### src/rtl/mult_sched_pkg.sv
// Shared constants and helpers for the multiplier scheduler.
// Provides:
//   FracGuard  - integer bits kept above the binary point (Q2.x result format)
//   frac_shift - right shift that rescales a full product back to Q2.(w-2)
//   id_width   - requester-index width, never below one bit
//   sat_pos    - most positive w-bit signed value (zero-extended to 64 bits)
//   sat_neg    - most negative w-bit signed value (low w bits significant)
package mult_sched_pkg;

  localparam int unsigned FracGuard = 2;

  function automatic int unsigned frac_shift(int unsigned w);
    return w - FracGuard;
  endfunction

  function automatic int unsigned id_width(int unsigned n);
    return (n <= 1) ? 1 : $clog2(n);
  endfunction

  function automatic logic [63:0] sat_pos(int unsigned w);
    return (64'd1 << (w - 1)) - 64'd1;
  endfunction

  function automatic logic [63:0] sat_neg(int unsigned w);
    return ~sat_pos(w);
  endfunction

endpackage

### src/rtl/mult_core.sv
// Stage 2 of the scheduler: registered signed multiply with fixed-point rescale.
// The full 2*BITSIZE product is shifted right by BITSIZE-2 (Q2.(BITSIZE-2)).
// Build option: define MULT_SCHEDULER_SATURATE_EN to clamp overflowing results;
// otherwise overflow wraps by truncation.
// Ports:
//   clk, reset            - clock, asynchronous active-high reset
//   in_valid/in_a/in_b/in_id - stage-1 entry
//   out_valid/out_id/out_data - registered result (the scheduler response)
module mult_core
  import mult_sched_pkg::*;
#(
  parameter int unsigned BITSIZE = 16,
  parameter int unsigned IdWidth = 2
) (
  input  logic               clk,
  input  logic               reset,
  input  logic               in_valid,
  input  logic [BITSIZE-1:0] in_a,
  input  logic [BITSIZE-1:0] in_b,
  input  logic [IdWidth-1:0] in_id,
  output logic               out_valid,
  output logic [IdWidth-1:0] out_id,
  output logic [BITSIZE-1:0] out_data
);

  localparam int unsigned ProdW = 2 * BITSIZE;
  localparam int unsigned Shift = frac_shift(BITSIZE);

  logic signed [BITSIZE-1:0] a_s, b_s;
  logic signed [ProdW-1:0]   product;
  logic [BITSIZE-1:0]        scaled;
  logic [BITSIZE-1:0]        result;

  logic               valid_q;
  logic [IdWidth-1:0] id_q;
  logic [BITSIZE-1:0] data_q;

  assign a_s     = in_a;
  assign b_s     = in_b;
  assign product = ProdW'(a_s) * ProdW'(b_s);
  assign scaled  = product[Shift +: BITSIZE];

  // Fraction bits below the kept window are intentionally dropped.
  logic unused_frac;
  assign unused_frac = ^product[Shift-1:0];

`ifdef MULT_SCHEDULER_SATURATE_EN
  localparam logic [63:0] SatPos64 = sat_pos(BITSIZE);
  localparam logic [63:0] SatNeg64 = sat_neg(BITSIZE);
  localparam logic [BITSIZE-1:0] SatPos = SatPos64[BITSIZE-1:0];
  localparam logic [BITSIZE-1:0] SatNeg = SatNeg64[BITSIZE-1:0];

  logic [2:0] top_bits;
  logic       overflow;

  // The three top product bits must agree for the Q2 result to be representable.
  assign top_bits = product[ProdW-1 -: 3];
  assign overflow = !((&top_bits) || !(|top_bits));

  always_comb begin
    result = scaled;
    if (overflow) begin
      result = product[ProdW-1] ? SatNeg : SatPos;
    end
  end
`else
  logic unused_top;
  assign unused_top = ^product[ProdW-1 -: 2];
  assign result     = scaled;
`endif

  always_ff @(posedge clk or posedge reset) begin
    if (reset) begin
      valid_q <= 1'b0;
      id_q    <= '0;
      data_q  <= '0;
    end else begin
      valid_q <= in_valid;
      if (in_valid) begin
        id_q   <= in_id;
        data_q <= result;
      end
    end
  end

  assign out_valid = valid_q;
  assign out_id    = id_q;
  assign out_data  = data_q;

endmodule

### src/rtl/mult_scheduler.sv
// Round-robin scheduler sharing one pipelined fixed-point multiplier among
// NREQ requesters. Stage 1 (operand capture) lives here; stage 2 is mult_core.
// Response appears two cycles after the transfer cycle; one transfer per cycle.
// Build option: MULT_SCHEDULER_SATURATE_EN enables result saturation in mult_core.
// Ports:
//   clk, reset        - clock, asynchronous active-high reset
//   req_valid/ready   - per-requester handshake (ready is a one-hot grant)
//   req_a, req_b      - packed signed operands, requester i at [i*BITSIZE +: BITSIZE]
//   rsp_valid/id/data - result pulse, owning requester, scaled product
//   busy              - any pipeline stage occupied
module mult_scheduler
  import mult_sched_pkg::*;
#(
  parameter int unsigned BITSIZE = 16,
  parameter int unsigned NREQ    = 4
) (
  input  logic                        clk,
  input  logic                        reset,
  input  logic [NREQ-1:0]             req_valid,
  output logic [NREQ-1:0]             req_ready,
  input  logic [NREQ*BITSIZE-1:0]     req_a,
  input  logic [NREQ*BITSIZE-1:0]     req_b,
  output logic                        rsp_valid,
  output logic [id_width(NREQ)-1:0]   rsp_id,
  output logic [BITSIZE-1:0]          rsp_data,
  output logic                        busy
);

  localparam int unsigned IdW = id_width(NREQ);

  logic [IdW-1:0] ptr_q, ptr_d;
  logic           grant_any;
  logic [IdW-1:0] grant_id;
  logic           xfer;
  int unsigned    idx;

  logic               s1_valid_q;
  logic [BITSIZE-1:0] s1_a_q, s1_b_q;
  logic [IdW-1:0]     s1_id_q;

  // Search upward from the pointer with wrap; first valid requester wins.
  always_comb begin
    grant_any = 1'b0;
    grant_id  = '0;
    idx       = 0;
    for (int unsigned k = 0; k < NREQ; k++) begin
      idx = (32'(ptr_q) + k) % NREQ;
      if (!grant_any && req_valid[idx]) begin
        grant_any = 1'b1;
        grant_id  = IdW'(idx);
      end
    end
  end

  assign xfer = grant_any && !reset;

  always_comb begin
    req_ready = '0;
    if (xfer) begin
      req_ready[grant_id] = 1'b1;
    end
  end

  always_comb begin
    ptr_d = ptr_q;
    if (xfer) begin
      ptr_d = (32'(grant_id) == NREQ - 1) ? '0 : IdW'(32'(grant_id) + 1);
    end
  end

  always_ff @(posedge clk or posedge reset) begin
    if (reset) begin
      ptr_q      <= '0;
      s1_valid_q <= 1'b0;
      s1_a_q     <= '0;
      s1_b_q     <= '0;
      s1_id_q    <= '0;
    end else begin
      ptr_q      <= ptr_d;
      s1_valid_q <= xfer;
      if (xfer) begin
        s1_a_q  <= req_a[grant_id * BITSIZE +: BITSIZE];
        s1_b_q  <= req_b[grant_id * BITSIZE +: BITSIZE];
        s1_id_q <= grant_id;
      end
    end
  end

  mult_core #(
    .BITSIZE (BITSIZE),
    .IdWidth (IdW)
  ) u_core (
    .clk      (clk),
    .reset    (reset),
    .in_valid (s1_valid_q),
    .in_a     (s1_a_q),
    .in_b     (s1_b_q),
    .in_id    (s1_id_q),
    .out_valid(rsp_valid),
    .out_id   (rsp_id),
    .out_data (rsp_data)
  );

  assign busy = s1_valid_q | rsp_valid;

endmodule
### config.mk
export PLATFORM = sky130hd
export DESIGN_NAME = mult_scheduler
export DESIGN_NICKNAME = d
export VERILOG_FILES = /design/src/rtl/mult_sched_pkg.sv /design/src/rtl/mult_core.sv /design/src/rtl/mult_scheduler.sv
export SDC_FILE = /design/constraint.sdc
export NUM_CORES = 1
export LEC_CHECK = 0
export ABC_AREA = 1
export CAP_MARGIN = 20
export CORE_ASPECT_RATIO = 0.6
export CORE_UTILIZATION = 25
export DETAILED_ROUTE_END_ITERATION = 7
export PLACE_DENSITY = 0.39
export SETUP_SLACK_MARGIN = 0.15
export SLEW_MARGIN = 10
export SYNTH_ARGS = -nofsm -noshare
export SYNTH_HDL_FRONTEND = slang
export SYNTH_SLANG_ARGS = --single-unit
### constraint.sdc
create_clock -name clk -period 12.25 [get_ports clk]
set_clock_uncertainty 0.15 [all_clocks]
set_input_delay 1.225 -clock clk [delete_from_list [all_inputs] [get_ports clk]]
set_output_delay 1.225 -clock clk [all_outputs]
set_load 0.005 [all_outputs]
* Word-level counts from Yosys, hierarchy flattened
Cells that the tools add are included.
Storage, ports and cells: bits in registers 56, input port bits 134, output and inout bits 24, word-level logic and storage cells 52
Cells by class: add/sub/neg operators 4, $mul 1, order comparisons 6, equal/unequal tests 1, shifts and indexed selects 2, muxes and demuxes 20, bitwise gates (word level) 1, reductions and logical operators 9
Operators with widths (count):
- $shiftx A64 B7 Y16 | 2
- $mul A16 B16 Y30 | 1
- $lt A2 B3 Y1 const B | 5
- $mux W2 | 5
- $mux W1 | 9
- $bmux W1 S2 | 4
- $logic_and A1 B1 Y1 | 5
- $add A2 B1 Y2 const B | 2
- $add A2 B2 Y2 const B | 2
- $logic_not A1 Y1 | 4
- $mux W4 | 1
- $demux W1 S2 | 1
- $eq A2 B2 Y1 const B | 1
- $ge A2 B1 Y1 const B | 1
- $or A1 B1 Y1 | 1

* Longest topological paths before layout
depth after elaboration 17, depth in mapped cells 30, depth with buffers taken out 28

* By module
Synthesis repeated with hierarchy kept, for this count alone.
Unflattened totals: cells, all modules 1965, area total of the unflattened synthesis 13994.7 µm²
Modules (own cells, without submodules):
- mult_core | times used 1, cells an instance 1469, area an instance 10879.2 µm², sequential area each 475.5 µm²
- mult_scheduler | times used 1, cells an instance 496, area an instance 3115.5 µm², sequential area each 925.9 µm²

* Worst setup path before layout
Ideal clock, no wire load.
path type register to register, start register s1_a_q[15], end register u_core.data_q[14], in the netlist u_core.out_data[14], setup time 118 ps, arrival 5318 ps, data required time 11982 ps, setup slack 6664 ps, stages on the path, launching flop included 23, buffers on the path 2, path through dfrtp_1 -> clkbuf_1 -> clkbuf_1 -> nand2_1 -> inv_1 -> fa_1 -> fa_1 -> inv_1 -> fa_1 -> fa_1 -> fa_1 -> fa_1 -> inv_1 -> ha_1 -> inv_1 -> nor3_1 -> nand2_1 -> nor3_1 -> o21ai_0 -> nand2_1 -> nand2_1 -> nand3_1 -> nand2_1
Between the ends: longest elaborated chain between the ends 1
Ends and longest elaborated chain:
- start: declaration | RTL line mult_scheduler.sv:38 | logic [BITSIZE-1:0] s1_a_q, s1_b_q;
- start signal: assignment | RTL line mult_scheduler.sv:82 | s1_a_q <= req_a[grant_id * BITSIZE +: BITSIZE];
- $mul A16 B16 Y30 | RTL line mult_core.sv:40 | assign product = ProdW'(a_s) * ProdW'(b_s);
- end signal: assignment | RTL line mult_core.sv:81 | data_q <= result;
- end: declaration | RTL line mult_core.sv:36 | logic [BITSIZE-1:0] data_q;
No other way between the ends. A chain may end at the register's enable or synchronous reset.

* Final worst setup path
start register s1_b_q[7], end register u_core.data_q[8], in the netlist u_core.out_data[8]
Between the ends: longest elaborated chain between the ends 1
Ends and longest elaborated chain:
- start: declaration | RTL line mult_scheduler.sv:38
- start signal: assignment | RTL line mult_scheduler.sv:83 | s1_b_q <= req_b[grant_id * BITSIZE +: BITSIZE];
- $mul A16 B16 Y30 | RTL line mult_core.sv:40
No other way between the ends.

==> metrics.yaml <==
layout:
  finish.utilization_pct: 29.7
  number_of_antenna_diodes: 0
  layout-drive-gt1-share_pct: 1.75
  synthToLayoutAreaGrowth_pct: 16.5
  fillers: 5979
  final_net_count: 2518
placed_design:
  dp_hpwl_um: 36600
  place.gp.congestion: 0.896
  portBuffers: 157
  preCtsSetupSlack_ns: 5.82
detailed_routing:
  vias: 12100
  avgViaCountPerCell: 4.36
  drcViolationCount: 0
  ant_nets: 0
  avgRoutedWirePerCell_um: 15.7
  drt-initial-drc-count: 771
  wl_um: 43500
  detailroute.wirelength.met2_um: 18600
  topRoutingLayerUsed: "met4"
  wl_met3_um: 2190
  met1Wirelength_um: 22400
  drt_pass1_iterations: 7
die:
  design.portCount: 158
  placeableCoreArea_um2: 54500
  fp-row-count: 66
  die_area_um2: 56500
  floorplan.initialDensity_pct: 25.5
  die-width_um: 306
  fp.dieH_um: 185
worst_hold_path:
  min-delay-path-class: "flip-flop to flip-flop"
timing:
  setup-tns-final_ns: 0
  period_share_pct: 53.4
  hold_violations: 0
  post-route-worst-setup-slack_ns: 5.71
  number_of_max_slew_violations_in_the_final_report: 0
  tightest_slew_ns: 1.02
  unrepaired_setup_endpoints_after_global_routing: "no"
  period_needed_ns: 6.54
  clock.fmax_mhz: 153
  setup_viol: 0
  slew_headroom_pct: 31.7
global_routing:
  grt_pass1_wl_um: 72300
  grt-ovfl-total: 0
  groute.usage.overall_pct: 16.4
  number_of_global_route_vias_before_repair: 13000
  antenna_violations_before_repair: 0
  grt_max_degree: 88
cts:
  cts.reportedPaths.clkPinSlew_ns: 0.09
  clock_latency_ns: 0.33
  cts_hold_repair.buffers: 0
  postCtsSetupRepairBufs: 0
  tritoncts_num_sinks: 56
  tritoncts: "built"
  post_cts_resize_count: 0
  ctsRootBufferMaster: "sky130_fd_sc_hd__clkbuf_16"
  clock_buffer_count_from_cts: 5
  cts_max_path_buffers: 2
  htree_num_levels: 2
synthesis:
  synth-simple-area-share_pct: 25.9
  yosys_register_bits: 56
  synth.avg_cell_area_um2: 7.02
  ys_warn_count: 0
  synth_xor_area_share_pct: 0.442
  largest_family_of_logic_cells_by_synthesized_area: "adder cells"
  mappedNetlistArea_um2: 13900
  synthesis.instances: 1977
  synthesized_area_fraction_occupied_by_ao_oa_aoi_and_oai_cells_pct: 2.54
  synth.area.mux_share_pct: 0
  yosys.area_share.adder_pct: 42.8
  number_of_unique_standard_cell_types_used_by_synthesis: 34
  postSynthNetCount: 2438
  synth_sequential_area_ratio_pct: 10.1
critical_path:
  cp-start-kind: "flip-flop"
  path_class: "flip-flop to flip-flop"
  crit_path_top_delay_cell: "sky130_fd_sc_hd__dfrtp_1"
  crit_path_cell_trace: "nand2_1, fa_1, inv_1, fa_1, inv_1, fa_1, inv_1, fa_1, fa_1, inv_1, fa_1, inv_1, ha_1, nand2_1, nor2_1, inv_1, nor3_1, nand3_1, nand3_1, or2_2, nand3_1, nand2_1"
  path_max_fanout: 17
  cp.arrival_ns: 6.65
  cp.required_ns: 12.37
  max_stage_delay_ns: 0.90
  worst_setup_path_end_kind: "flip-flop"
run_status:
  status: "finished, final reports clean"
run:
  drv_cap: 0
-- layer usage --
metal | up-vias | GRT usage (%)
met3 | 13 | 1.92
met2 | 247 | 25.8
met1 | 6036 | 24.7
li1 | 5782 | -
met4 | 0 | 1.86
met5 | - | 0
-- cell usage after synthesis, drive strengths merged --
cell | number | area [um2]
fa | 247 | 4940
buf | 23 | 136
xnor2 | 5 | 43.8
o21ai | 23 | 115
o211ai | 1 | 7.51
a21o | 2 | 15.0
o311ai | 1 | 8.76
clkbuf | 69 | 259
a21oi | 29 | 145
nor3 | 9 | 45.0
xor2 | 2 | 17.5
nand3b | 16 | 120
dfrtp | 56 | 1400
nor2 | 73 | 282
o21a | 3 | 22.5
ha | 80 | 1000
a21boi | 1 | 7.51
or2 | 28 | 175
inv | 569 | 2140
nand3 | 133 | 671
nand4 | 6 | 37.5
nand2 | 596 | 2260
a31oi | 5 | 31.3
-- area by class of cell --
cell class / count / area, um2 / share of cell area (%)
well taps: 714 / 893 / 5.53
clock buffers: 5 / 125 / 0.774
inverters: 569 / 2140 / 13.2
clock inverters: 3 / 22.5 / 0.139
repair buffers: 165 / 1640 / 10.1
multi-input cells: 1260 / 9950 / 61.5
flip-flops and latches: 56 / 1400 / 8.67
-- cells in the final DEF, fill, tap and decap left out --
cell,instances
sky130_fd_sc_hd__nor3_1,9
sky130_fd_sc_hd__o211ai_1,1
sky130_fd_sc_hd__xnor2_1,5
sky130_fd_sc_hd__o21ai_1,4
sky130_fd_sc_hd__dfrtp_1,56
sky130_fd_sc_hd__o21ai_0,19
sky130_fd_sc_hd__clkinv_2,1
sky130_fd_sc_hd__o21a_1,3
sky130_fd_sc_hd__buf_4,7
sky130_fd_sc_hd__clkinv_4,1
sky130_fd_sc_hd__inv_2,4
sky130_fd_sc_hd__nor2_4,1
sky130_fd_sc_hd__clkbuf_16,5
sky130_fd_sc_hd__buf_8,1
sky130_fd_sc_hd__a21oi_1,29
sky130_fd_sc_hd__nand2_2,3
sky130_fd_sc_hd__a21boi_0,1
sky130_fd_sc_hd__nor2_2,1
sky130_fd_sc_hd__or2_2,8
sky130_fd_sc_hd__fa_1,247
sky130_fd_sc_hd__nand3b_1,16
sky130_fd_sc_hd__o311ai_0,1
sky130_fd_sc_hd__nand3_2,1
sky130_fd_sc_hd__a21o_1,2
sky130_fd_sc_hd__nor2_1,71
sky130_fd_sc_hd__inv_1,565
sky130_fd_sc_hd__a31oi_1,5
sky130_fd_sc_hd__or2_0,12
sky130_fd_sc_hd__xor2_1,2
sky130_fd_sc_hd__nand2_4,2
sky130_fd_sc_hd__nand2_1,591
sky130_fd_sc_hd__ha_1,80
sky130_fd_sc_hd__clkdlybuf4s50_1,157
sky130_fd_sc_hd__nand4_1,6
sky130_fd_sc_hd__nand3_1,132
sky130_fd_sc_hd__or2_1,8
sky130_fd_sc_hd__inv_6,1
-- cells by family (layout without fill, tap and decap cells) --
| logic type | after synthesis | after routing |
|---|---|---|
| buffers and inverters | 661 | 742 |
| AOI/OAI and AO/OA | 65 | 65 |
| DFF | 56 | 56 |
| adders and majority gates | 327 | 327 |
| and+or+nand+nor | 861 | 861 |
| xor gates and xnor gates | 7 | 7 |
-- state kept, by name, indices dropped and copies added, names as in the netlist --
name and flops:
u_core.out_valid 1, s1_id_q 2, s1_a_q 16, u_core.out_data 16, s1_b_q 16, u_core.out_id 2
ptr_q 2, s1_valid_q 1
-- worst paths after layout --
kind,start,endpoint,slack [ns],depth (start not counted)
max in group asynchronous,reset,s1_b_q[15],9.93,3
worst min register to register,u_core.out_id[1],u_core.out_id[1],0.33,2
worst min-delay path,u_core.out_id[1],u_core.out_id[1],0.33,2
min in group asynchronous,reset,s1_a_q[7],0.94,2
worst max register to register,s1_b_q[7],u_core.out_data[8],5.71,22
worst max-delay path,s1_b_q[7],u_core.out_data[8],5.71,22
-- metrics by stage --
| stage | instance area [um2] | hold WS, ns | instances |
|---|---|---|---|
| after global placement | 16000 | 0.321 | 2763 |
| after global routing | 16200 | 0.365 | 2772 |
| final | 16200 | 0.331 | 2772 |
| after floorplan | 13900 | 0.253 | 1977 |
| after CTS | 16200 | 0.341 | 2772 |
| after detailed placement | 16000 | 0.320 | 2764 |
-- critical path: cells and delay by family, from the launching register on --
kind	cells	cell delay (ns)
adders and majority gates	7	3.42
and+or+nand+nor	9	1.66
DFF	1	0.90
buffers and inverters	6	0.35
Power is not shown: default switching activity piles up to over one toggle a cycle in this logic, so the estimate is an artifact.
